### src/rtl/pcie_rx_symbol_aligner.sv
// rtl/pcie_rx_symbol_aligner.sv - per-lane 8b/10b RX COM hunt, symbol lock and symbol alignment
//
// Takes one serial bit per cycle, hunts for K28.5 (either disparity), acquires lock after
// LOCK_COM_COUNT aligned COMs and presents aligned 10-bit symbols while locked.
//
// Ports:
//   clk_i            single clock
//   rst_i            asynchronous active-high reset
//   lane_enable_i    low = synchronous clear back to UNLOCKED
//   rx_bit_i         serial bit, sampled when rx_bit_valid_i is high
//   rx_bit_valid_i   qualifies rx_bit_i
//   symbol_o         aligned symbol, bit0 = first received bit
//   symbol_valid_o   one-cycle pulse per aligned symbol (locked only)
//   symbol_is_com_o  symbol_o is a COM, qualified by symbol_valid_o
//   symbol_lock_o    high while locked
//   align_err_o      one-cycle pulse per misaligned COM seen while locked
module pcie_rx_symbol_aligner #(
    parameter logic [9:0] COM_RD_NEG       = 10'h17C,
    parameter logic [9:0] COM_RD_POS       = 10'h283,
    parameter int         LOCK_COM_COUNT   = 2,
    parameter int         UNLOCK_ERR_COUNT = 4,
    parameter int         CHECK_TIMEOUT    = 32
) (
    input  logic       clk_i,
    input  logic       rst_i,
    input  logic       lane_enable_i,
    input  logic       rx_bit_i,
    input  logic       rx_bit_valid_i,
    output logic [9:0] symbol_o,
    output logic       symbol_valid_o,
    output logic       symbol_is_com_o,
    output logic       symbol_lock_o,
    output logic       align_err_o
);

    localparam int COM_W = $clog2(LOCK_COM_COUNT + 1);
    localparam int ERR_W = $clog2(UNLOCK_ERR_COUNT + 1);
    localparam int TMO_W = $clog2(CHECK_TIMEOUT + 1);

    typedef enum logic [1:0] {
        ST_UNLOCKED,
        ST_CHECK,
        ST_LOCKED
    } state_t;

    state_t             state_q, state_d;
    logic [9:0]         sr_q, sr_d;
    logic [3:0]         phase_q, phase_d;
    logic [COM_W-1:0]   com_cnt_q, com_cnt_d;
    logic [ERR_W-1:0]   err_cnt_q, err_cnt_d;
    logic [TMO_W-1:0]   tmo_cnt_q, tmo_cnt_d;
    logic [9:0]         symbol_q, symbol_d;
    logic               symbol_valid_q, symbol_valid_d;
    logic               symbol_is_com_q, symbol_is_com_d;
    logic               symbol_lock_q, symbol_lock_d;
    logic               align_err_q, align_err_d;

    logic [9:0]         sr_n;
    logic               match;
    logic               boundary;

    assign sr_n     = {rx_bit_i, sr_q[9:1]};
    assign match    = (sr_n == COM_RD_NEG) || (sr_n == COM_RD_POS);
    assign boundary = (phase_q == 4'd9);

    always_comb begin
        state_d         = state_q;
        sr_d            = sr_q;
        phase_d         = phase_q;
        com_cnt_d       = com_cnt_q;
        err_cnt_d       = err_cnt_q;
        tmo_cnt_d       = tmo_cnt_q;
        symbol_d        = symbol_q;
        symbol_is_com_d = symbol_is_com_q;
        symbol_valid_d  = 1'b0;
        align_err_d     = 1'b0;

        if (!lane_enable_i) begin
            state_d         = ST_UNLOCKED;
            sr_d            = '0;
            phase_d         = '0;
            com_cnt_d       = '0;
            err_cnt_d       = '0;
            tmo_cnt_d       = '0;
            symbol_d        = '0;
            symbol_is_com_d = 1'b0;
        end else if (rx_bit_valid_i) begin
            sr_d    = sr_n;
            phase_d = boundary ? 4'd0 : phase_q + 4'd1;

            case (state_q)
                ST_UNLOCKED: begin
                    if (match) begin
                        // The COM just completed defines the symbol grid: next bit is phase 0.
                        phase_d   = '0;
                        com_cnt_d = COM_W'(1);
                        tmo_cnt_d = '0;
                        if (LOCK_COM_COUNT <= 1) begin
                            state_d         = ST_LOCKED;
                            err_cnt_d       = '0;
                            symbol_d        = sr_n;
                            symbol_is_com_d = 1'b1;
                            symbol_valid_d  = 1'b1;
                        end else begin
                            state_d = ST_CHECK;
                        end
                    end
                end

                ST_CHECK: begin
                    if (match && !boundary) begin
                        phase_d   = '0;
                        com_cnt_d = COM_W'(1);
                        tmo_cnt_d = '0;
                    end else if (match) begin
                        tmo_cnt_d = '0;
                        if (int'(com_cnt_q) + 1 >= LOCK_COM_COUNT) begin
                            state_d         = ST_LOCKED;
                            com_cnt_d       = COM_W'(LOCK_COM_COUNT);
                            err_cnt_d       = '0;
                            symbol_d        = sr_n;
                            symbol_is_com_d = 1'b1;
                            symbol_valid_d  = 1'b1;
                        end else begin
                            com_cnt_d = com_cnt_q + COM_W'(1);
                        end
                    end else if (boundary) begin
                        if (int'(tmo_cnt_q) + 1 >= CHECK_TIMEOUT) begin
                            state_d   = ST_UNLOCKED;
                            com_cnt_d = '0;
                            tmo_cnt_d = '0;
                            err_cnt_d = '0;
                        end else begin
                            tmo_cnt_d = tmo_cnt_q + TMO_W'(1);
                        end
                    end
                end

                ST_LOCKED: begin
                    if (boundary) begin
                        symbol_d        = sr_n;
                        symbol_is_com_d = match;
                        symbol_valid_d  = 1'b1;
                        if (match) begin
                            err_cnt_d = '0;
                        end
                    end else if (match) begin
                        // Misaligned COM: keep the current grid, only count it.
                        align_err_d = 1'b1;
                        if (int'(err_cnt_q) + 1 >= UNLOCK_ERR_COUNT) begin
                            state_d   = ST_UNLOCKED;
                            com_cnt_d = '0;
                            tmo_cnt_d = '0;
                            err_cnt_d = '0;
                        end else begin
                            err_cnt_d = err_cnt_q + ERR_W'(1);
                        end
                    end
                end

                default: state_d = ST_UNLOCKED;
            endcase
        end

        symbol_lock_d = (state_d == ST_LOCKED);
    end

    always_ff @(posedge clk_i or posedge rst_i) begin
        if (rst_i) begin
            state_q         <= ST_UNLOCKED;
            sr_q            <= '0;
            phase_q         <= '0;
            com_cnt_q       <= '0;
            err_cnt_q       <= '0;
            tmo_cnt_q       <= '0;
            symbol_q        <= '0;
            symbol_valid_q  <= 1'b0;
            symbol_is_com_q <= 1'b0;
            symbol_lock_q   <= 1'b0;
            align_err_q     <= 1'b0;
        end else begin
            state_q         <= state_d;
            sr_q            <= sr_d;
            phase_q         <= phase_d;
            com_cnt_q       <= com_cnt_d;
            err_cnt_q       <= err_cnt_d;
            tmo_cnt_q       <= tmo_cnt_d;
            symbol_q        <= symbol_d;
            symbol_valid_q  <= symbol_valid_d;
            symbol_is_com_q <= symbol_is_com_d;
            symbol_lock_q   <= symbol_lock_d;
            align_err_q     <= align_err_d;
        end
    end

    assign symbol_o        = symbol_q;
    assign symbol_valid_o  = symbol_valid_q;
    assign symbol_is_com_o = symbol_is_com_q;
    assign symbol_lock_o   = symbol_lock_q;
    assign align_err_o     = align_err_q;

endmodule

### config.mk
export PLATFORM = sky130hd
export DESIGN_NAME = pcie_rx_symbol_aligner
export DESIGN_NICKNAME = d
export VERILOG_FILES = /design/src/rtl/pcie_rx_symbol_aligner.sv
export SDC_FILE = /design/constraint.sdc
export NUM_CORES = 1
export LEC_CHECK = 0
export ABC_CLOCK_PERIOD_IN_PS = 2300
export CORE_AREA = 5 5 76 78
export CTS_CLUSTER_DIAMETER = 200
export DETAILED_ROUTE_END_ITERATION = 10
export DIE_AREA = 0 0 81 83
export GPL_TIMING_DRIVEN = 0
export PLACE_DENSITY = 0.66
export SYNTH_ARGS = -nofsm -noshare
export SYNTH_HDL_FRONTEND = slang
export SYNTH_SLANG_ARGS = --single-unit
### constraint.sdc
create_clock -name clk_i -period 2.3 [get_ports clk_i]
set_clock_uncertainty 0.1 [all_clocks]
set_input_delay 0.46 -clock clk_i [delete_from_list [all_inputs] [get_ports clk_i]]
set_output_delay 0.46 -clock clk_i [all_outputs]
set_load 0.1 [all_outputs]
==> Word-level counts from Yosys, hierarchy flattened <==
Index checks and enable logic that the tools add are counted.
{ "op_classes": {"n_eq_ne": 22, "n_lt_le_gt_ge": 3, "add_sub_neg": 7, "muxes": 81, "reduce_logical": 8} }
{ "op_table": {"columns": ["cell", "count"], "rows": [
  ["$mux W10", 8],
  ["$mux W6", 10],
  ["$mux W2", 22],
  ["$mux W3", 11],
  ["$ne A3 B3 Y1 const B", 8],
  ["$mux W4", 5],
  ["$pmux W10 S2", 1],
  ["$pmux W6 S3", 1],
  ["$mux W1", 17],
  ["$reduce_and A7 Y1", 2],
  ["$ne A4 B4 Y1 const B", 3],
  ["$pmux W2 S3", 2],
  ["$eq A10 B10 Y1 const B", 1],
  ["$eq A10 B9 Y1 const B", 1],
  ["$ne A5 B5 Y1 const B", 2],
  ["$pmux W4 S2", 1],
  ["$reduce_and A8 Y1", 1],
  ["$add A6 B1 Y7 const B", 1],
  ["$ge A7 B6 Y1 const B", 1],
  ["$add A6 B1 Y6 const B", 1],
  ["$pmux W3 S2", 1],
  ["$reduce_and A6 Y1", 1],
  ["$add A3 B1 Y4 const B", 1],
  ["$add A4 B1 Y4 const B", 1],
  ["other kinds (16)", 18]
]} }
{ "totals": {"ff_bits": 41, "in_bits": 5, "word_cells": 132, "out_inout_bits": 14} }

==> Depth between registers and ports, before layout <==
Gate-level depths: netlist (run 1).
{ "depth": {"ltp_word": 10, "depth_mapped": 9, "mapped_depth_nobuf": 8} }

==> Worst setup path after synthesis (run 1) <==
OpenSTA, ideal clock, no wires.
{ "synth_path": {"path_type": "input port to flip-flop", "start": "input rx_bit_i", "end": "register tmo_cnt_q[2]", "t_arrival_ns": 2.012, "n_path_buf": 1, "slack_ns": 0.067, "required_ns": 2.079, "stages": 7, "setup_ns": 0.121, "path_cell_list": "nand4bb_1 or4_4 and3_1 o31a_1 buf_6 a21o_1 a22o_1"} }
{ "synth_between": {"elab_chain_cells": 7, "elab_cells_between_ends": 13, "cone_classes": "eq/ne: 5; mux: 5; reduce/logical: 3"} }
{ "synth_lines": {"columns": ["element", "line_no", "rtl"], "rows": [
  ["from (decl)", "27", "input logic rx_bit_i,"],
  ["$eq A10 B9 Y1 or $eq A10 B10 Y1 (tied branches)", "63", "assign match = (sr_n == COM_RD_NEG) || (sr_n == COM_RD_POS);"],
  ["$logic_or A1 B1 Y1 *", "63", null],
  ["$mux W6 or $logic_and A1 B1 Y1 (tied branches)", "115, 111", null],
  ["$mux W6", "111", "if (match && !boundary) begin"],
  ["$pmux W6 S3", "91", "case (state_q)"],
  ["$mux W6", "87", "end else if (rx_bit_valid_i) begin"],
  ["$mux W6", "78", "if (!lane_enable_i) begin"],
  ["to (signal assigned)", "187", "tmo_cnt_q <= tmo_cnt_d;"],
  ["to (decl)", "51", "logic [TMO_W-1:0] tmo_cnt_q, tmo_cnt_d;"]
]} }
Mark *: on every way between the ends. The rest lies on a longest branch, timed or not. The select of a mux whose other input is x is not followed.
A chain may end at the register's enable or synchronous reset.

==> Final worst setup path (run 1) <==
{ "layout_path": {"start": "register sr_q[2]", "end": "register tmo_cnt_q[2]"} }
{ "layout_between": {"elab_chain_cells": 7, "elab_cells_between_ends": 13, "cone_classes": "eq/ne: 5; mux: 5; reduce/logical: 3"} }
{ "layout_lines": {"columns": ["element", "line_no", "rtl"], "rows": [
  ["from (decl)", "47", "logic [9:0] sr_q, sr_d;"],
  ["from (signal assigned)", "183", "sr_q <= sr_d;"],
  ["$eq A10 B9 Y1 or $eq A10 B10 Y1 (tied branches)", "63", null],
  ["$logic_or A1 B1 Y1 *", "63", null],
  ["$mux W6 or $logic_and A1 B1 Y1 (tied branches)", "115, 111", null],
  ["$mux W6", "111", null],
  ["$pmux W6 S3", "91", null],
  ["$mux W6", "87", null],
  ["$mux W6", "78", null]
]} }
Marks and branches as above.

==> results by group, run 1 <==
Run status
  – Status: finished, final reports clean

Timing
  – Min Clock Period, post-route: 2.28 ns
  – Final Max Slew Viols: 0
  – Fin. Hold Viols: 0
  – RSZ-0062 raised after global routing: yes
  – Final worst slack: 0.0182 ns
  – Final period utilization: 99.2%
  – Finish-stage setup viols: 0
  – Headroom to the max-slew limit: 36.3%
  – Setup TNS: 0 ns
  – Worst-Margin Slew: roughly 0.96 ns
  – Max Clk Rate: 0.438 GHz

Worst setup path
  – R2r endpoint: tmo_cnt_q[2]
  – CP max-delay cell: or4_4
  – Worst R2R Path Depth: 7
  – CP arrival: about 2.4 ns
  – CP Data Required Time: between 2 and 2.5 ns
  – Crit path launch type: flop
  – Worst path max stage delay: 0.48 ns
  – R2R setup slack: approximately 0.018 ns
  – CP Capture Type: flop
  – Worst-path fanout max: 5
  – Crit Path Class: flop to flop
  – FF-to-FF Start: sr_q[2]
  – CP Cell Sequence: nand4bb_1 -> or4_4 -> and3_4 -> o31a_1 -> buf_6 -> a21o_1 -> a22o_1

Cells and area
  – Fraction of layout cells with a size suffix above 1: 21.1%
  – Most frequent cells in the layout: dfrtp_1 (34), nor2_1 (22), o21ai_0 (21)
  – Final instance area: 2700 um^2
  – Fin cells: 326
  – Commonest non-fill, non-tap cell in the layout: dfrtp_1
  – Nets: 268
  – Ant. Diodes: 0
  – Area Overhead vs Synth: 25.6%

Die
  – Die X-Extent: 81 um
  – Core area: 5010 um^2
  – Die ar.: 6720 um^2
  – Starting Density: between 40% and 50%
  – I/O Pins: 19
  – Row count: 26
  – Chip Height: between 80 and 90 um

Synth
  – Async set-reset flop share out of synthesis: 100%
  – Main synth FF type: dfrtp_1
  – Yosys reg bits: 40
  – Synthesized area per cell: 9.69 um^2
  – Syn Nets: 235
  – Synth cell types: 50
  – Yosys top cell area share: 46.5%
  – Post-synth EDFFs: 0
  – Leading post-synthesis cells by cell area: dfrtp_1 (47%), o21ai_0 (5.1%), ha_1 (4.7%), mux2i_1 (4.2%), nor2_1 (4.0%)
  – Synthesized area: 2150 um^2
  – Leading area contributor after synthesis: dfrtp_1
  – Yosys warns: 0
  – Post-synthesis sequential area ratio: between 40% and 50%
  – Cells after Synth: 222

Routing
  – Via/cell ratio: 5.46
  – Post-route ant nets: 0
  – Drt wl/cell: 14.2 um
  – Vias: 1779
  – DRC: 0
  – Number of DRC markers in iteration 0: 114
  – First drt pass iteration count: 4
  – Post-Route WL: 4610 um

Power and ir drop
  – VDD IR max: ~0.31 mV
  – Tot Pwr: 1.60 mW
  – Pwr Density: 592 nW/um^2
  – Pleak: 1.22 nW

CTS
  – CTS Buffer Depth: 2
  – # H-tree levels: 2
  – Root Driver: clkbuf_8
  – Clock Latency Late Sink: 0.30 ns
  – CTS buffer count: 5
  – Reg clk slew, reported paths: 0.08 ns
  – CTS tree: yes
  – CTS sink cnt: 40

Global routing
  – Pin count of the biggest net entering global routing: 41
  – Overflow after GRT: 0
  – Total track usage: 15.2%
  – Initial antenna violation count: 0
  – Vias in the first global route: 1767
  – First-pass GRT wire length: 8290 um

Place
  – Placed Cells: 309
  – Area after DPL: 2410 um^2
  – Hpwl dp: 3170 um
  – Pre-CTS setup slack: -0.602 ns
  – Placer Congestion: about 0.87
  – Count of input and output buffers: 17

Hold path
  – Hold wc startpoint: err_cnt_q[2]
  – HP Class: flop to flop
  – WHS Path Cells: 2
  – Hold EP: err_cnt_q[2]

Run
  – MaxCap Viol Count: 0
-- cells by family after synthesis --
kind of cell / synth area share (%)
AO/OA/AOI/OAI: 16.9
adder cells (fa/ha/maj): 4.65
buffers and inverters: 5.29
flip-flops: 46.5
multiplexers: 5.23
AND/OR/NAND/NOR: 21.5
-- where the power goes --
| part | internal, mW | switching (mW) | leakage (nW) |
|---|---|---|---|
| Clock | 0.543 | 0.257 | 0.0784 |
| Combinational | 0.0310 | 0.0516 | 0.600 |
| Sequential | 0.709 | 0.00750 | 0.545 |
-- synthesized netlist by cell type (all sizes together), types with 4 or more instances --
library cell  count
nand4             4
nand2            19
ha                8
inv              10
a21oi             4
and2              5
nand3            15
a22oi             5
o21ai            23
mux2i             9
dfrtp            40
nor2             23
clkbuf            8
o31ai             7
-- how the worst max path moves through the flow --
stage / start / endpoint / slack (ns) / depth (start not counted)
5_1_grt: state_q[0] / tmo_cnt_q[2] / -0.06 / 9
6_report: sr_q[2] / tmo_cnt_q[2] / 0.02 / 7
4_1_cts: sr_q[2] / tmo_cnt_q[2] / 0.001 / 7
2_1_floorplan: rx_bit_i / tmo_cnt_q[2] / 0.07 / 7
3_3_place_gp: rx_bit_i / err_cnt_q[1] / -0.59 / 7
3_5_place_dp: rx_bit_i / symbol_o[0] / -0.60 / 8
-- layer usage --
metal	track usage, %	up-vias	part of all wire [%]
li1	-	867	-
met1	21.3	871	46
met2	23.9	35	49
met3	2.92	6	3.3
met4	3.69	0	1.2
met5	0	-	0
-- through the flow --
stage / util [%] / hold slack [ns]
after floorplan: - / 0.372
after global placement: 48.1 / 0.390
after detailed placement: 48.1 / 0.395
after CTS: 52.0 / 0.413
after global routing: 53.9 / 0.430
final: 53.9 / 0.410
-- timing repair --
item,in CTS,in global routing
endpoints found under the hold margin,0,0
hold buffers,0,0
setup buffers,4,4
endpoints found under the setup margin,39,22
gates resized for setup,21,22
pin swaps,6,6
cloned,1,0
-- layout make-up --
class,count,area (um^2)
Fill cell,491,2310
Clock inverter,3,90.1
Timing Repair Buffer,26,218
Tap cell,70,87.6
Inverter,10,37.5
Buffer,11,81.3
Clock buffer,5,68.8
Multi-Input combinational cell,161,1110
Sequential cell,40,1010
-- state kept, by name (all words and copies together) (netlist names) --
name	count
symbol_o	10
sr_q	9
tmo_cnt_q	6
phase_q	4
err_cnt_q	3
com_cnt_q	2
state_q	2
align_err_o	1
symbol_is_com_o	1
symbol_lock_o	1
symbol_valid_o	1
-- worst max-delay path, delay by kind of cell, from the launching register on --
kind            cells  cell delay, ns
flops               1            0.41
compound gates      3            0.63
simple gates        3            0.88
buf+inv             1            0.15
Power figures use the tool's default switching activity.
==> inputs of run 2 (changes only) <==
--- a/config.mk
+++ b/config.mk
@@ -5,13 +5,13 @@
 export SDC_FILE = /design/constraint.sdc
 export NUM_CORES = 1
 export LEC_CHECK = 0
-export ABC_CLOCK_PERIOD_IN_PS = 2300
+export ABC_CLOCK_PERIOD_IN_PS = 2400
 export CORE_AREA = 5 5 76 78
 export CTS_CLUSTER_DIAMETER = 200
 export DETAILED_ROUTE_END_ITERATION = 10
 export DIE_AREA = 0 0 81 83
 export GPL_TIMING_DRIVEN = 0
-export PLACE_DENSITY = 0.66
+export PLACE_DENSITY = 0.64
 export SYNTH_ARGS = -nofsm -noshare
 export SYNTH_HDL_FRONTEND = slang
 export SYNTH_SLANG_ARGS = --single-unit
==> constraint.sdc (replaced) <==
create_clock -name clk_i -period 2.4 [get_ports clk_i]
set_clock_uncertainty 0.1 [all_clocks]
set_input_delay 0.48 -clock clk_i [delete_from_list [all_inputs] [get_ports clk_i]]
set_output_delay 0.48 -clock clk_i [all_outputs]
set_load 0.1 [all_outputs]
==> results by group, run 2 (synthesis gave the netlist of run 1 again) <==
Run status
  – Status: finished, final reports clean

Worst setup path
  – Crit path launch type: flop
  – CP Data Required Time: 1.82 ns
  – R2R setup slack: 0.09 ns
  – Critical path buffers and inverters: 1
  – Worst-path fanout max: 2
  – Worst path max stage delay: 1.13 ns
  – CP max-delay cell: clkdlybuf4s50_1
  – CP Cell Sequence: clkdlybuf4s50_1
  – FF-to-FF Start: sr_q[7]
  – Top delay family on crit path: buffers and inverters
  – Crit Path Class: flop to output pin
  – R2r endpoint: tmo_cnt_q[2]
  – CP arrival: 1.78 ns
  – Worst R2R Path Depth: 7
  – CP Capture Type: output pin

CTS
  – CTS Hold Bufs: 0
  – CTS tree: yes
  – Clock Latency Late Sink: 0.30 ns
  – CTS sink cnt: 40
  – Root Driver: clkbuf_8
  – # H-tree levels: 2
  – Reg clk slew, reported paths: 0.08 ns
  – CTS Buffer Depth: 2
  – CTS buffer count: 5

Routing
  – First drt pass iteration count: 4
  – DRC: 0
  – Post-route ant nets: 0
  – Number of DRC markers in iteration 0: 160
  – Post-Route WL: 4560 um
  – Via/cell ratio: between 5 and 6
  – Vias: between 1500 and 2000
  – Drt wl/cell: roughly 14 um

Global routing
  – Vias in the first global route: approximately 1700
  – Met1 usage: 21.2%
  – Met3 Track Usage GR: 3.79%
  – Global route hottest layer: met2
  – Total track usage: between 10% and 20%
  – Initial antenna violation count: 0
  – Pin count of the biggest net entering global routing: 41
  – First-pass GRT wire length: 8080 um
  – Overflow after GRT: 0
  – Met2 Usage GRT: between 20% and 30%

Power and ir drop
  – Clock Power Share: 42.0%
  – Int Power: 1.02 mW
  – Comb power frac: 5.7%
  – Tot Pwr: 1.31 mW
  – Flop pwr share: 52.3%
  – Switch share: 22.7%
  – VDD IR max: 0.305 mV
  – Pleak: 1.25 nW
  – Pwr Density: 508 nW/um^2
  – Sw power: 298 uW

Die
  – Chip Height: 83 um
  – Row count: 26
  – I/O Pins: 19
  – Die X-Extent: 81 um
  – Core area: roughly 5000 um^2
  – Starting Density: 43.0%
  – Die ar.: a little under 7000 um^2

Timing
  – Max Clk Rate: 0.423 GHz
  – Setup TNS: 0 ns
  – Headroom to the max-slew limit: between 30% and 40%
  – Final period utilization: 98.5%
  – Min Clock Period, post-route: 2.36 ns
  – Finish-stage setup viols: 0
  – Min Hold Slack: slightly above 0.4 ns
  – RSZ-0062 raised after global routing: yes
  – Final Max Slew Viols: 0
  – Worst-Margin Slew: ~0.97 ns
  – Final worst slack: approximately 0.036 ns
  – Fin. Hold Viols: 0

Hold path
  – WHS Path Cells: 2
  – Hold EP: err_cnt_q[2]
  – Hold wc startpoint: err_cnt_q[2]
  – HP Class: flop to flop

Place
  – Placer Congestion: 0.825
  – Pre-CTS setup slack: -0.518 ns
  – Count of input and output buffers: 17
  – Placed Cells: 309
  – Area after DPL: 2410 um^2
  – Hpwl dp: 3180 um

Run
  – MaxCap Viol Count: 0

Cells and area
  – Max reg flops: 10
  – Commonest non-fill, non-tap cell in the layout: dfrtp_1
  – Fraction of layout cells with a size suffix above 1: 13.7%
  – Ant. Diodes: 0
  – Multi-input logic area: 1070 um^2
  – Most frequent cells in the layout: dfrtp_1 (39), nor2_1 (22), o21ai_0 (22)
  – Area Overhead vs Synth: 20.1%
  – Nets: 261
  – Final instance area: 2580 um^2
  – Number of fillers in the final layout: 484
  – Register area: 1000 um^2
  – Fin util: around half
  – Fin cells: approximately 320
## run 2: cell types whose count changed in the layout (fill, tap and decap cells not counted), moves of 5 or more
cell | before | now
dlymetal6s2s_1 | 0 | 8
dfrtp_1 | 34 | 39
dlygate4sd2_1 | 14 | 1
clkdlybuf4s50_1 | 2 | 8
buf_4 | 9 | 2
dfrtp_2 | 6 | 1
## run 2: timing repair
| action | CTS | global route |
|---|---|---|
| endpoints found under the setup margin | 22 | 25 |
| buffers inserted | 0 | 2 |
| resized for setup | 3 | 14 |
| pin swaps | 5 | 3 |
## run 2: worst max path at each step
stage	from	endpoint	depth (start not counted)	slack, ns
after global routing	rx_bit_i	err_cnt_q[0]	7	-0.009
after global placement	rx_bit_i	err_cnt_q[1]	7	-0.50
after floorplan	rx_bit_i	tmo_cnt_q[2]	7	0.15
final	symbol_o[1]	symbol_o[1]	1	0.04
after CTS	symbol_o[8]	symbol_o[8]	1	0.0002
after detailed placement	rx_bit_i	err_cnt_q[1]	7	-0.52
## run 2: metal layers
metal  vias to the layer above  wire [um]
met5                         -          0
met4                         0         88
met3                         7        143
met2                        24       2080
met1                       819       2250
li1                        850          -
## run 2: cell type report
| cell class | count | share of cell area [%] |
|---|---|---|
| multi-input cells | 161 | 41.3 |
| flip-flops and latches | 40 | 38.8 |
| repair buffers | 19 | 7.89 |
| well taps | 70 | 3.39 |
| plain buffers | 11 | 3.00 |
| clock buffers | 6 | 2.81 |
| inverters | 10 | 1.45 |
| clock inverters | 2 | 1.36 |
## run 2: power by group through the flow
stage | clock network, mW | registers [mW] | logic [mW]
after global routing | 0.598 | 0.688 | 0.0857
final | 0.552 | 0.686 | 0.0746
after CTS | 0.565 | 0.686 | 0.0760
after floorplan | 0 | 0.698 | 0.0545
after global placement | 0 | 0.700 | 0.0749
after detailed placement | 0 | 0.700 | 0.0755
==> inputs of run 3 (changes only) <==
--- a/config.mk
+++ b/config.mk
@@ -6,12 +6,12 @@
 export NUM_CORES = 1
 export LEC_CHECK = 0
 export ABC_CLOCK_PERIOD_IN_PS = 2400
-export CORE_AREA = 5 5 76 78
+export CORE_AREA = 5 5 91 93
 export CTS_CLUSTER_DIAMETER = 200
 export DETAILED_ROUTE_END_ITERATION = 10
-export DIE_AREA = 0 0 81 83
+export DIE_AREA = 0 0 96 98
 export GPL_TIMING_DRIVEN = 0
-export PLACE_DENSITY = 0.64
+export PLACE_DENSITY = 0.47
 export SYNTH_ARGS = -nofsm -noshare
 export SYNTH_HDL_FRONTEND = slang
 export SYNTH_SLANG_ARGS = --single-unit
==> results by group, run 3 (synthesis gave the netlist of run 1 again) <==
Routing
  – First drt pass iteration count: 4
  – Post-Route WL: 4840 um
  – Number of DRC markers in iteration 0: 67
  – Vias: 1712
  – Drt wl/cell: around 14 um
  – Via/cell ratio: 4.82
  – DRC: 0
  – Post-route ant nets: 0

Cells and area
  – Commonest non-fill, non-tap cell in the layout: dfrtp_1
  – Area Overhead vs Synth: 24.4%
  – Final instance area: 2680 um^2
  – Nets: around 270
  – Number of fillers in the final layout: 785
  – Fin util: 35.9%
  – Multi-input logic area: approximately 1100 um^2
  – Fin cells: 355
  – Ant. Diodes: 0
  – Max reg flops: 10
  – Fraction of layout cells with a size suffix above 1: 15.8%
  – Most frequent cells in the layout: dfrtp_1 (40), nor2_1 (22), o21ai_0 (22)
  – Register area: 1000 um^2

Die
  – Row count: 32
  – Starting Density: roughly 29%
  – Die X-Extent: 96 um
  – Die ar.: 9410 um^2
  – Core area: 7450 um^2
  – I/O Pins: 19
  – Chip Height: 98 um

Timing
  – RSZ-0062 raised after global routing: yes
  – Final Max Slew Viols: 0
  – Max Clk Rate: 0.429 GHz
  – Min Clock Period, post-route: around 2.3 ns
  – Fin. Hold Viols: 0
  – Final worst slack: 0.0670 ns
  – Finish-stage setup viols: 0
  – Min Hold Slack: around 0.33 ns
  – Worst-Margin Slew: 0.968 ns
  – Final period utilization: 97.2%
  – Headroom to the max-slew limit: 35.2%
  – Setup TNS: 0 ns

Place
  – Count of input and output buffers: 17
  – Area after DPL: 2470 um^2
  – Placed Cells: 342
  – Placer Congestion: 0.782
  – Pre-CTS setup slack: -0.531 ns
  – Hpwl dp: 3520 um

Power and ir drop
  – VDD IR max: 0.210 mV
  – Clock Power Share: 43.0%
  – Pleak: 1.32 nW
  – Switch share: 23.8%
  – Sw power: 320 uW
  – Tot Pwr: 1.34 mW
  – Comb power frac: 6.0%
  – Flop pwr share: 51.0%
  – Pwr Density: approximately 500 nW/um^2
  – Int Power: between 1 and 1.5 mW

Worst setup path
  – Top delay family on crit path: buffers and inverters
  – FF-to-FF Start: sr_q[9]
  – R2R setup slack: 0.11 ns
  – Critical path buffers and inverters: 1
  – CP Cell Sequence: clkdlybuf4s50_1
  – CP Data Required Time: ~1.8 ns
  – CP Capture Type: output pin
  – Worst-path fanout max: 1
  – Crit Path Class: flop to output pin
  – Crit path launch type: flop
  – CP max-delay cell: clkdlybuf4s50_1
  – CP arrival: roughly 1.8 ns
  – Worst R2R Path Depth: 7
  – Worst path max stage delay: 1.13 ns
  – R2r endpoint: tmo_cnt_q[2]

Global routing
  – Vias in the first global route: roughly 1800
  – First-pass GRT wire length: 8370 um
  – Pin count of the biggest net entering global routing: 31
  – Total track usage: about 11%
  – Overflow after GRT: 0
  – Initial antenna violation count: 0

CTS
  – CTS Buffer Depth: 2
  – CTS tree: yes
  – CTS Hold Bufs: 0
  – Reg clk slew, reported paths: 0.08 ns
  – Clock Latency Late Sink: 0.30 ns
  – CTS buffer count: 5
  – CTS sink cnt: 40
  – # H-tree levels: 2
  – Root Driver: clkbuf_8

Run
  – MaxCap Viol Count: 0

Hold path
  – HP Class: input pin to asynchronous set/reset pin

Run status
  – Status: finished, final reports clean
run 3: cell types whose count changed in the layout (fill, tap and decap cells not counted), sizes merged:
cell           change
inv                +1
clkdlybuf4s50      -3
dlymetal6s2s       +2
dlygate4sd2        +1
clkinv             -1
clkbuf             -1
buf                +4
clkinvlp           +1
run 3: what timing repair did:
item / 4_1_cts / 5_1_grt
resized for setup: 5 / 16
pin swaps: 6 / 2
setup buffers: 2 / 3
setup endpoints to repair: 22 / 27
run 3: final cells by class:
cell class,instances,area share (%)
Timing Repair Buffer,23,9.35
Inverter,10,1.40
Clock buffer,5,2.57
Clock inverter,3,1.73
Tap cell,102,4.77
Buffer,11,2.95
Multi-Input combinational cell,161,39.8
Sequential cell,40,37.4
run 3: metal layers:
| metal | vias to the layer above | share of wire, % | GRT usage (%) |
|---|---|---|---|
| li1 | 857 | - | - |
| met1 | 820 | 47 | 14.7 |
| met2 | 24 | 48 | 17.0 |
| met3 | 11 | 3.1 | 3.00 |
| met4 | 0 | 2.2 | 4.05 |
| met5 | - | 0 | 0 |
run 3: power groups by stage:
| stage | Combinational (mW) | Sequential (mW) | Clock (mW) |
|---|---|---|---|
| 2_1_floorplan | 0.0545 | 0.698 | 0 |
| 3_3_place_gp | 0.0774 | 0.700 | 0 |
| 3_5_place_dp | 0.0808 | 0.700 | 0 |
| 4_1_cts | 0.0818 | 0.686 | 0.598 |
| 5_1_grt | 0.0907 | 0.688 | 0.627 |
| 6_report | 0.0804 | 0.686 | 0.578 |
run 3: how the worst max path moves through the flow:
| stage | startpoint | endpoint | cells after the start |
|---|---|---|---|
| after global routing | rx_bit_i | symbol_o[3] | 9 |
| after CTS | symbol_o[6] | symbol_o[6] | 1 |
| after global placement | rx_bit_i | err_cnt_q[1] | 7 |
| after floorplan | rx_bit_i | tmo_cnt_q[2] | 7 |
| after detailed placement | rx_bit_i | symbol_o[4] | 8 |
| final | align_err_o | align_err_o | 1 |
